==> src/rtl/instr_fetch.sv <==
// instr_fetch: PC generator, single-outstanding instruction-memory requester and
// 2-entry instruction buffer feeding decode through a valid/ready handshake.
// Optional feature: define INSTR_FETCH_PREDECODE_EN to add registered predecode
// outputs (pd_opcode, pd_rs, pd_rt, pd_rd) carried with each buffered word.
module instr_fetch #(
  parameter logic [31:0] RESET_PC = 32'h0000_0000
) (
  input  logic        clk,
  input  logic        rst_n,
  output logic        imem_req,
  output logic [31:0] imem_addr,
  input  logic        imem_ack,
  input  logic [31:0] imem_rdata,
  input  logic        redirect_valid,
  input  logic [31:0] redirect_pc,
  output logic [31:0] instr,
  output logic        instr_valid,
  input  logic        instr_ready,
  output logic [31:0] instr_pc
`ifdef INSTR_FETCH_PREDECODE_EN
  ,
  output logic [5:0]  pd_opcode,
  output logic [3:0]  pd_rs,
  output logic [3:0]  pd_rt,
  output logic [3:0]  pd_rd
`endif
);

  localparam int unsigned XLEN  = 32;
  localparam int unsigned DEPTH = 2;
  localparam int unsigned CNT_W = 2;
  localparam logic [CNT_W-1:0] CNT_FULL   = CNT_W'(DEPTH);
  localparam logic [XLEN-1:0]  WORD_BYTES = XLEN'(4);
  localparam logic [XLEN-1:0]  ALIGN_MASK = ~XLEN'(3);

  typedef enum logic [1:0] {
    S_IDLE = 2'd0,
    S_REQ  = 2'd1,
    S_DROP = 2'd2
  } state_t;

  // One buffered instruction: the word, its PC and (optionally) predecoded fields.
  typedef struct packed {
    logic [XLEN-1:0] data;
    logic [XLEN-1:0] pc;
`ifdef INSTR_FETCH_PREDECODE_EN
    logic [5:0]      opcode;
    logic [3:0]      rs;
    logic [3:0]      rt;
    logic [3:0]      rd;
`endif
  } entry_t;

  state_t            r_state;
  state_t            w_state_nxt;
  logic [XLEN-1:0]   r_pc;
  logic [XLEN-1:0]   w_pc_nxt;
  logic [XLEN-1:0]   r_addr;
  logic [XLEN-1:0]   w_addr_nxt;
  logic              r_req;
  logic              w_req_nxt;
  logic              w_push;
  logic              w_pop;
  logic [XLEN-1:0]   w_redir_pc;

  entry_t            r_head;
  entry_t            r_tail;
  entry_t            w_head_nxt;
  entry_t            w_tail_nxt;
  entry_t            w_new;
  logic [CNT_W-1:0]  r_count;
  logic [CNT_W-1:0]  w_count_nxt;
  logic              r_valid;
  logic              w_valid_nxt;

  // Build a buffer entry from a returned word and the address it was fetched from.
  function automatic entry_t mk_entry(input logic [XLEN-1:0] data,
                                      input logic [XLEN-1:0] pc);
    entry_t e;
    e      = '0;
    e.data = data;
    e.pc   = pc;
`ifdef INSTR_FETCH_PREDECODE_EN
    e.opcode = data[31:26];
    e.rs     = data[25:22];
    e.rt     = data[21:18];
    e.rd     = data[17:14];
`endif
    return e;
  endfunction

  // Redirect targets are forced to word alignment.
  assign w_redir_pc = redirect_pc & ALIGN_MASK;
  assign w_pop      = r_valid & instr_ready;
  assign w_new      = mk_entry(imem_rdata, r_addr);

  // FSM state register.
  always_ff @(posedge clk or negedge rst_n) begin
    if (!rst_n) begin
      r_state <= S_IDLE;
    end else begin
      r_state <= w_state_nxt;
    end
  end

  // Next state, next PC/request address, and the push decision for returned data.
  always_comb begin
    w_state_nxt = r_state;
    w_pc_nxt    = r_pc;
    w_addr_nxt  = r_addr;
    w_push      = 1'b0;
    case (r_state)
      S_IDLE: begin
        if (redirect_valid) begin
          w_pc_nxt = w_redir_pc;
        end
        // Start a request only while there is room for its word in the buffer.
        if (r_count != CNT_FULL) begin
          w_state_nxt = S_REQ;
          w_addr_nxt  = redirect_valid ? w_redir_pc : r_pc;
        end
      end
      S_REQ: begin
        if (redirect_valid) begin
          // The in-flight word belongs to the old path; drop it when it returns.
          w_pc_nxt    = w_redir_pc;
          w_state_nxt = imem_ack ? S_IDLE : S_DROP;
        end else if (imem_ack) begin
          w_push      = 1'b1;
          w_pc_nxt    = r_addr + WORD_BYTES;
          w_state_nxt = S_IDLE;
        end
      end
      S_DROP: begin
        if (redirect_valid) begin
          w_pc_nxt = w_redir_pc;
        end
        if (imem_ack) begin
          w_state_nxt = S_IDLE;
        end
      end
      default: begin
        w_state_nxt = S_IDLE;
      end
    endcase
  end

  assign w_req_nxt = (w_state_nxt != S_IDLE);

  // Buffer update: redirect flushes; otherwise push/pop on a 2-deep shift queue.
  always_comb begin
    w_head_nxt  = r_head;
    w_tail_nxt  = r_tail;
    w_count_nxt = r_count;
    if (redirect_valid) begin
      w_head_nxt  = '0;
      w_tail_nxt  = '0;
      w_count_nxt = '0;
    end else begin
      case ({w_push, w_pop})
        2'b10: begin
          if (r_count == '0) begin
            w_head_nxt = w_new;
          end else begin
            w_tail_nxt = w_new;
          end
          w_count_nxt = r_count + CNT_W'(1);
        end
        2'b01: begin
          w_head_nxt  = r_tail;
          w_tail_nxt  = '0;
          w_count_nxt = r_count - CNT_W'(1);
        end
        2'b11: begin
          if (r_count == CNT_W'(1)) begin
            w_head_nxt = w_new;
          end else begin
            w_head_nxt = r_tail;
            w_tail_nxt = w_new;
          end
        end
        default: begin
        end
      endcase
    end
  end

  assign w_valid_nxt = (w_count_nxt != '0);

  // Datapath registers: PC, request outputs and instruction buffer.
  always_ff @(posedge clk or negedge rst_n) begin
    if (!rst_n) begin
      r_pc    <= RESET_PC;
      r_addr  <= RESET_PC;
      r_req   <= 1'b0;
      r_head  <= '0;
      r_tail  <= '0;
      r_count <= '0;
      r_valid <= 1'b0;
    end else begin
      r_pc    <= w_pc_nxt;
      r_addr  <= w_addr_nxt;
      r_req   <= w_req_nxt;
      r_head  <= w_head_nxt;
      r_tail  <= w_tail_nxt;
      r_count <= w_count_nxt;
      r_valid <= w_valid_nxt;
    end
  end

  assign imem_req    = r_req;
  assign imem_addr   = r_addr;
  assign instr       = r_head.data;
  assign instr_pc    = r_head.pc;
  assign instr_valid = r_valid;

`ifdef INSTR_FETCH_PREDECODE_EN
  assign pd_opcode = r_head.opcode;
  assign pd_rs     = r_head.rs;
  assign pd_rt     = r_head.rt;
  assign pd_rd     = r_head.rd;
`endif

endmodule

==> config.mk <==
export PLATFORM = sky130hd
export DESIGN_NAME = instr_fetch
export DESIGN_NICKNAME = d
export VERILOG_FILES = /design/src/rtl/instr_fetch.sv
export SDC_FILE = /design/constraint.sdc
export NUM_CORES = 1
export LEC_CHECK = 0
export ABC_AREA = 1
export BUFFER_PORTS_ARGS = -buffer_cell sky130_fd_sc_hd__buf_4
export CELL_PAD_IN_SITES_DETAIL_PLACEMENT = 0
export CELL_PAD_IN_SITES_GLOBAL_PLACEMENT = 1
export CORE_MARGIN = 2
export CORE_UTILIZATION = 42
export DETAILED_ROUTE_END_ITERATION = 8
export GPL_ROUTABILITY_DRIVEN = 0
export HOLD_SLACK_MARGIN = 0.03
export PLACE_DENSITY = 0.84
export SYNTH_ARGS = -nofsm -noshare
export SYNTH_HDL_FRONTEND = slang
export SYNTH_SLANG_ARGS = --single-unit
==> constraint.sdc <==
create_clock -name clk -period 2.8 [get_ports clk]
set_clock_uncertainty 0.2 [all_clocks]
set_input_delay 0.56 -clock clk [delete_from_list [all_inputs] [get_ports clk]]
set_output_delay 0.56 -clock clk [all_outputs]
set_load 0.03 [all_outputs]
Word-level counts from Yosys, hierarchy flattened
Cells that the tools add are included.

Bits in registers: 198. Latch bits: 0. RAM bits: 0. Memory bits (read-only): 0. Bits of input ports: 69. Output and inout bits: 98. Word-level logic and storage cells: 58. Memories: 0.

$add $sub $neg: 3. Multiply operators: 0. Div/mod/pow operators: 0. $lt $le $gt $ge: 0. Equal/unequal tests: 11. Shifts and indexed selects: 0. Muxes and demuxes: 22. Bitwise logic cells: 1. Reductions and logical operators: 11.

Operators by type and width (count): 64-bit 2-to-1 mux (6); 64-bit case mux with 3 select lines (2); 32-bit 2-to-1 mux (3); 32-bit case mux with 2 select lines (1); 32-bit by 3-bit adder with 32-bit output (second input constant) (1); 3-bit != test (second input constant) (4); 2-bit 2-to-1 mux (5); 2-bit by 1-bit == test with 1-bit output (second input constant) (3); 2-bit == test (second input constant) (3); 2-bit case mux with 3 select lines (1); 2-bit AND reduction (3); 2-bit nonzero test (3); 2-bit zero test (2); 2-bit case mux with 2 select lines (1); 4-bit nonzero test (1); 1-bit 2-to-1 mux (3); 3-bit AND reduction (1); 2-bit by 1-bit adder with 2-bit output (second input constant) (1); 2-bit != test (second input constant) (1); 2-bit OR reduction (1); 2-bit by 1-bit subtractor with 2-bit output (second input constant) (1); 1-bit bitwise AND (1).

Depth between registers and ports, before layout
Word-level depth: 7. Depth in mapped cells: 14.

Least setup slack after synthesis
Ideal clock, no wire load.

Path type: input-to-reg. Start: input port redirect_valid. End: register r_tail[47] (netlist bit). Library setup time: 0.130 ns. Arrival: 2.342 ns. Data required time: 2.470 ns. Setup slack: 0.128 ns. Cell stages on the path: 13. Path buffers: 3. Cell sequence: buf_4 nor2_2 inv_2 nor3_1 inv_1 ha_1 inv_1 o211ai_1 nand2_1 buf_2 buf_2 nand3_1 o21ai_0.

Word-level cells in the longest chain between the ends: 5. Elaborated cells on any way between the ends: 11. Classes of those cells: eq/ne: 5; mux: 4; reduce/logical: 2.

RTL lines: start, declared (RTL line 14) `input logic redirect_valid,`; 1-bit 2-to-1 mux (RTL line 124) `if (redirect_valid) begin`; 1-bit 2-to-1 mux (RTL line 112) `case (r_state)`; 2-bit == test or 2-bit by 1-bit == test with 1-bit output (tied branches) (RTL line 160) `case ({w_push, w_pop})`; 3-bit != test (no source line) (tied with other cells); 3-bit AND reduction (no source line) or 64-bit 2-to-1 mux (tied branches); end signal, assigned (RTL line 205) `r_tail <= w_tail_nxt;`; end, declared (RTL line 67) `entry_t r_tail;`.

Several ways; a longest one is shown, not always the timed one. A chain may end at the register's enable or synchronous reset.

Worst setup path in the final report
Start: register r_state[0]. End: register r_tail[43] (netlist bit).

Word-level cells in the longest chain between the ends: 5. Elaborated cells on any way between the ends: 11. Classes of those cells: eq/ne: 6; mux: 3; reduce/logical: 2.

RTL lines: start, declared (RTL line 54) `state_t r_state;`; start signal, assigned (RTL line 102) `r_state <= w_state_nxt;`; 2-bit by 1-bit == test with 1-bit output (*) (RTL line 112); 1-bit 2-to-1 mux (*) (RTL line 112); 2-bit == test or 2-bit by 1-bit == test with 1-bit output (tied branches) (RTL line 160); 3-bit != test (no source line) (tied with other cells); 3-bit AND reduction (no source line) or 64-bit 2-to-1 mux (tied branches).

Mark *: on every way between the ends. The rest lies on a longest branch, timed or not.

==> metrics <==
largest family of logic cells by synthesized area simple AND/OR/NAND/NOR gates; simple-gate share of the synthesized area 0.2268; XOR/XNOR Fraction of Synth Area 0.004328; All-Layer GR Usage 0.2340; core area 23,540 um2; first-pass GRT wire length 48,290 um; initial antenna violation count 1; Max VDD drop 0.4671 mV; Finished Layout Cells 1,771; HPWL after DPL 19,740 um; initial core utilization 0.4297; Post-synth EDFFs 0; max_cap viols 0; IO Pins 167; PD cells 1037 nW/um2; Achievable Freq 399.0 MHz; mux contribution to synthesized area 0; crit-path cells inv_2, nor2_2, inv_2, nor3_1, buf_4, inv_1, ha_1, inv_1, o211ai_1, nand2_4, buf_12, o21ai_0; crit path capture type flip-flop; Crit path depth 12; placed inst area 11,930 um2; Iter 0 DRT Violations 705; fin util 0.5334; H-tree depth 4; crit path max-delay cell type dfrtp_1; final worst path period share 0.8951; setup TNS 0 ps; Critical Path RT 2930 ps; Post-CTS Setup Inserts 0; leakage power 6.225 nW; clock buffer depth 2; CP max stage delay 370 ps; Mapped Nets 1,372; clock slew at reported path FFs 70 ps; Root Buffer clkbuf_16; critical path data arrival time 2640 ps; Syn Inst Count 1,296; dominant cells by area after synthesis dfrtp_1 (49%), nand2_1 (13%), inv_1 (6.4%); largest net degree at the start of global routing 82; drt first pass iters 5; worst path buffer plus inverter count 6; Hold Crit Depth 3; vias in the first global route 8,948; outcome complete, no violations; Design Area, Final 12,560 um2; dominant synthesized flop cell dfrtp_1; # rows 56; synth unique cells 31; Slew @ Worst Pin 823.5 ps; DIE HEIGHT 159.2 um; Synth top cells by count nand2_1 (342), dfrtp_1 (198), inv_1 (172), o21ai_0 (121), nand3_1 (96); port bufs 164; ANT nets after route 0; Post-synth ARST share 1.000; final net count 1,515; Max Slew Vio Count 0; worst rel slew slack 0.4510; Final Power 13.02 mW; Layout area overhead 24.12%; worst-skew pair later-pin latency 440 ps; Cell Area, Synth 10,120 um2; kind of critical path flip-flop to flip-flop; Total Routed Length 29,200 um; total CTS buffers 17; synth warn 0; Final min period 2506 ps; final hold violation count 0; RSZ-0062 raised after global routing false; most common cell in the netlist nand2_1; CTS tree done; mean post-synth cell area 7.806 um2; post-synth top area cell dfrtp_1; Clock Sinks 198; Seq/Total Area, Yosys 0.4897; post-synthesis compound-gate area fraction 0.1688; ratio of cells with drive above 1 in the final layout 0.1813; CP Launch Type flip-flop; reg2reg path depth 12; die area 25,350 um2; Die Wd 159.2 um; via-per-instance ratio 5.227; Post-Synth Adder-Cell Area 0.008657; hold crit path type input port to flip-flop; CP top delay family buffers and inverters; drt wl/cell 16.49 um; DR DRC count 0; DR vias 9,257; Synth top area share 0.4897; post-synthesis register bit count 198; placed cell count 1,738; gr ovfl total 0; setup violators final 0; Max FO, Critical Path 56
[worst min-delay path, cell delays in order]
cell     delay, ps
buf_4           90
nand3_1         60
o21ai_0         60
[routing by layer]
layer / track usage / share of wire / up-vias
li1: - / - / 4530
met5: 0 / 0 / -
met3: 0.04298 / 0.051 / 20
met1: 0.3425 / 0.49 / 4442
met4: 0.05702 / 0.012 / 0
met2: 0.3603 / 0.45 / 265
[cell usage in the layout, fill, tap and decap left out, types with 3 or more instances in the layout]
cell,n
o31ai_1,20
buf_4,188
ha_1,7
inv_1,172
a41oi_1,3
nand3_1,96
dfrtp_1,198
nand4_1,4
clkbuf_16,17
o211ai_1,3
nor2_2,7
clkinv_4,3
inv_2,6
o21ai_1,11
clkbuf_8,4
nor3_1,3
o32ai_1,64
a31oi_1,9
xor2_1,5
a22oi_1,4
nor2_4,6
bufinv_16,3
o21ai_0,121
or2_2,3
nand2_4,3
nor2_1,91
buf_12,15
a21oi_1,32
nand2_1,340
[state kept, by name, indices dropped and copies added (netlist names), 2 cells and up]
register,flops
imem_addr,32
instr,32
instr_pc,32
r_count,2
r_pc,32
r_state,2
r_tail,64
[worst paths after layout]
kind / endpoint / slack (ps) / from
setup / recovery: r_tail[43] / 290 / r_state[0]
hold / removal: r_tail[36] / 170 / imem_rdata[4]
setup reg to reg: r_tail[43] / 290 / r_state[0]
hold reg to reg: instr_pc[15] / 280 / instr_pc[15]
max in group asynchronous: r_pc[30] / 990 / rst_n
min in group asynchronous: instr_pc[26] / 530 / rst_n
[kinds of logic after synthesis]
logic type / count (synthesis)
buffers and inverters: 259
AND/OR/NAND/NOR: 555
XOR/XNOR: 5
AO/OA/AOI/OAI: 272
flip-flops: 198
adder cells (fa/ha/maj): 7
[layout make-up]
type                    count  area, um2
diodes                      1      2.502
clock buffers              21      470.5
clock inverters            10      143.9
fillers                  2322      10990
inverters                 178      668.1
multi-input cells         839       4183
flip-flops and latches    198       4955
well taps                 319      399.1
repair buffers            205       1735
[what timing repair did]
item / in CTS / in global routing
endpoints found under the setup margin: 0 / 0
resized for setup: 0 / 0
hold buffers: 1 / 0
hold endpoints to repair: 56 / 0
[power breakdown]
group / switching, mW / internal [mW] / total, mW
logic: 3.72 / 1.96 / 5.68
clock network: 1.12 / 1.48 / 2.60
registers: 0.869 / 3.87 / 4.74
[stage by stage]
step	worst slack [ps]	hold slack [ps]
floorplan	128.0	64.41
global placement	133.8	262.2
detailed placement	75.93	267.1
CTS	313.9	161.9
global route	111.8	166.9
finish	293.8	171.2
(Power assumes the default switching activity.)
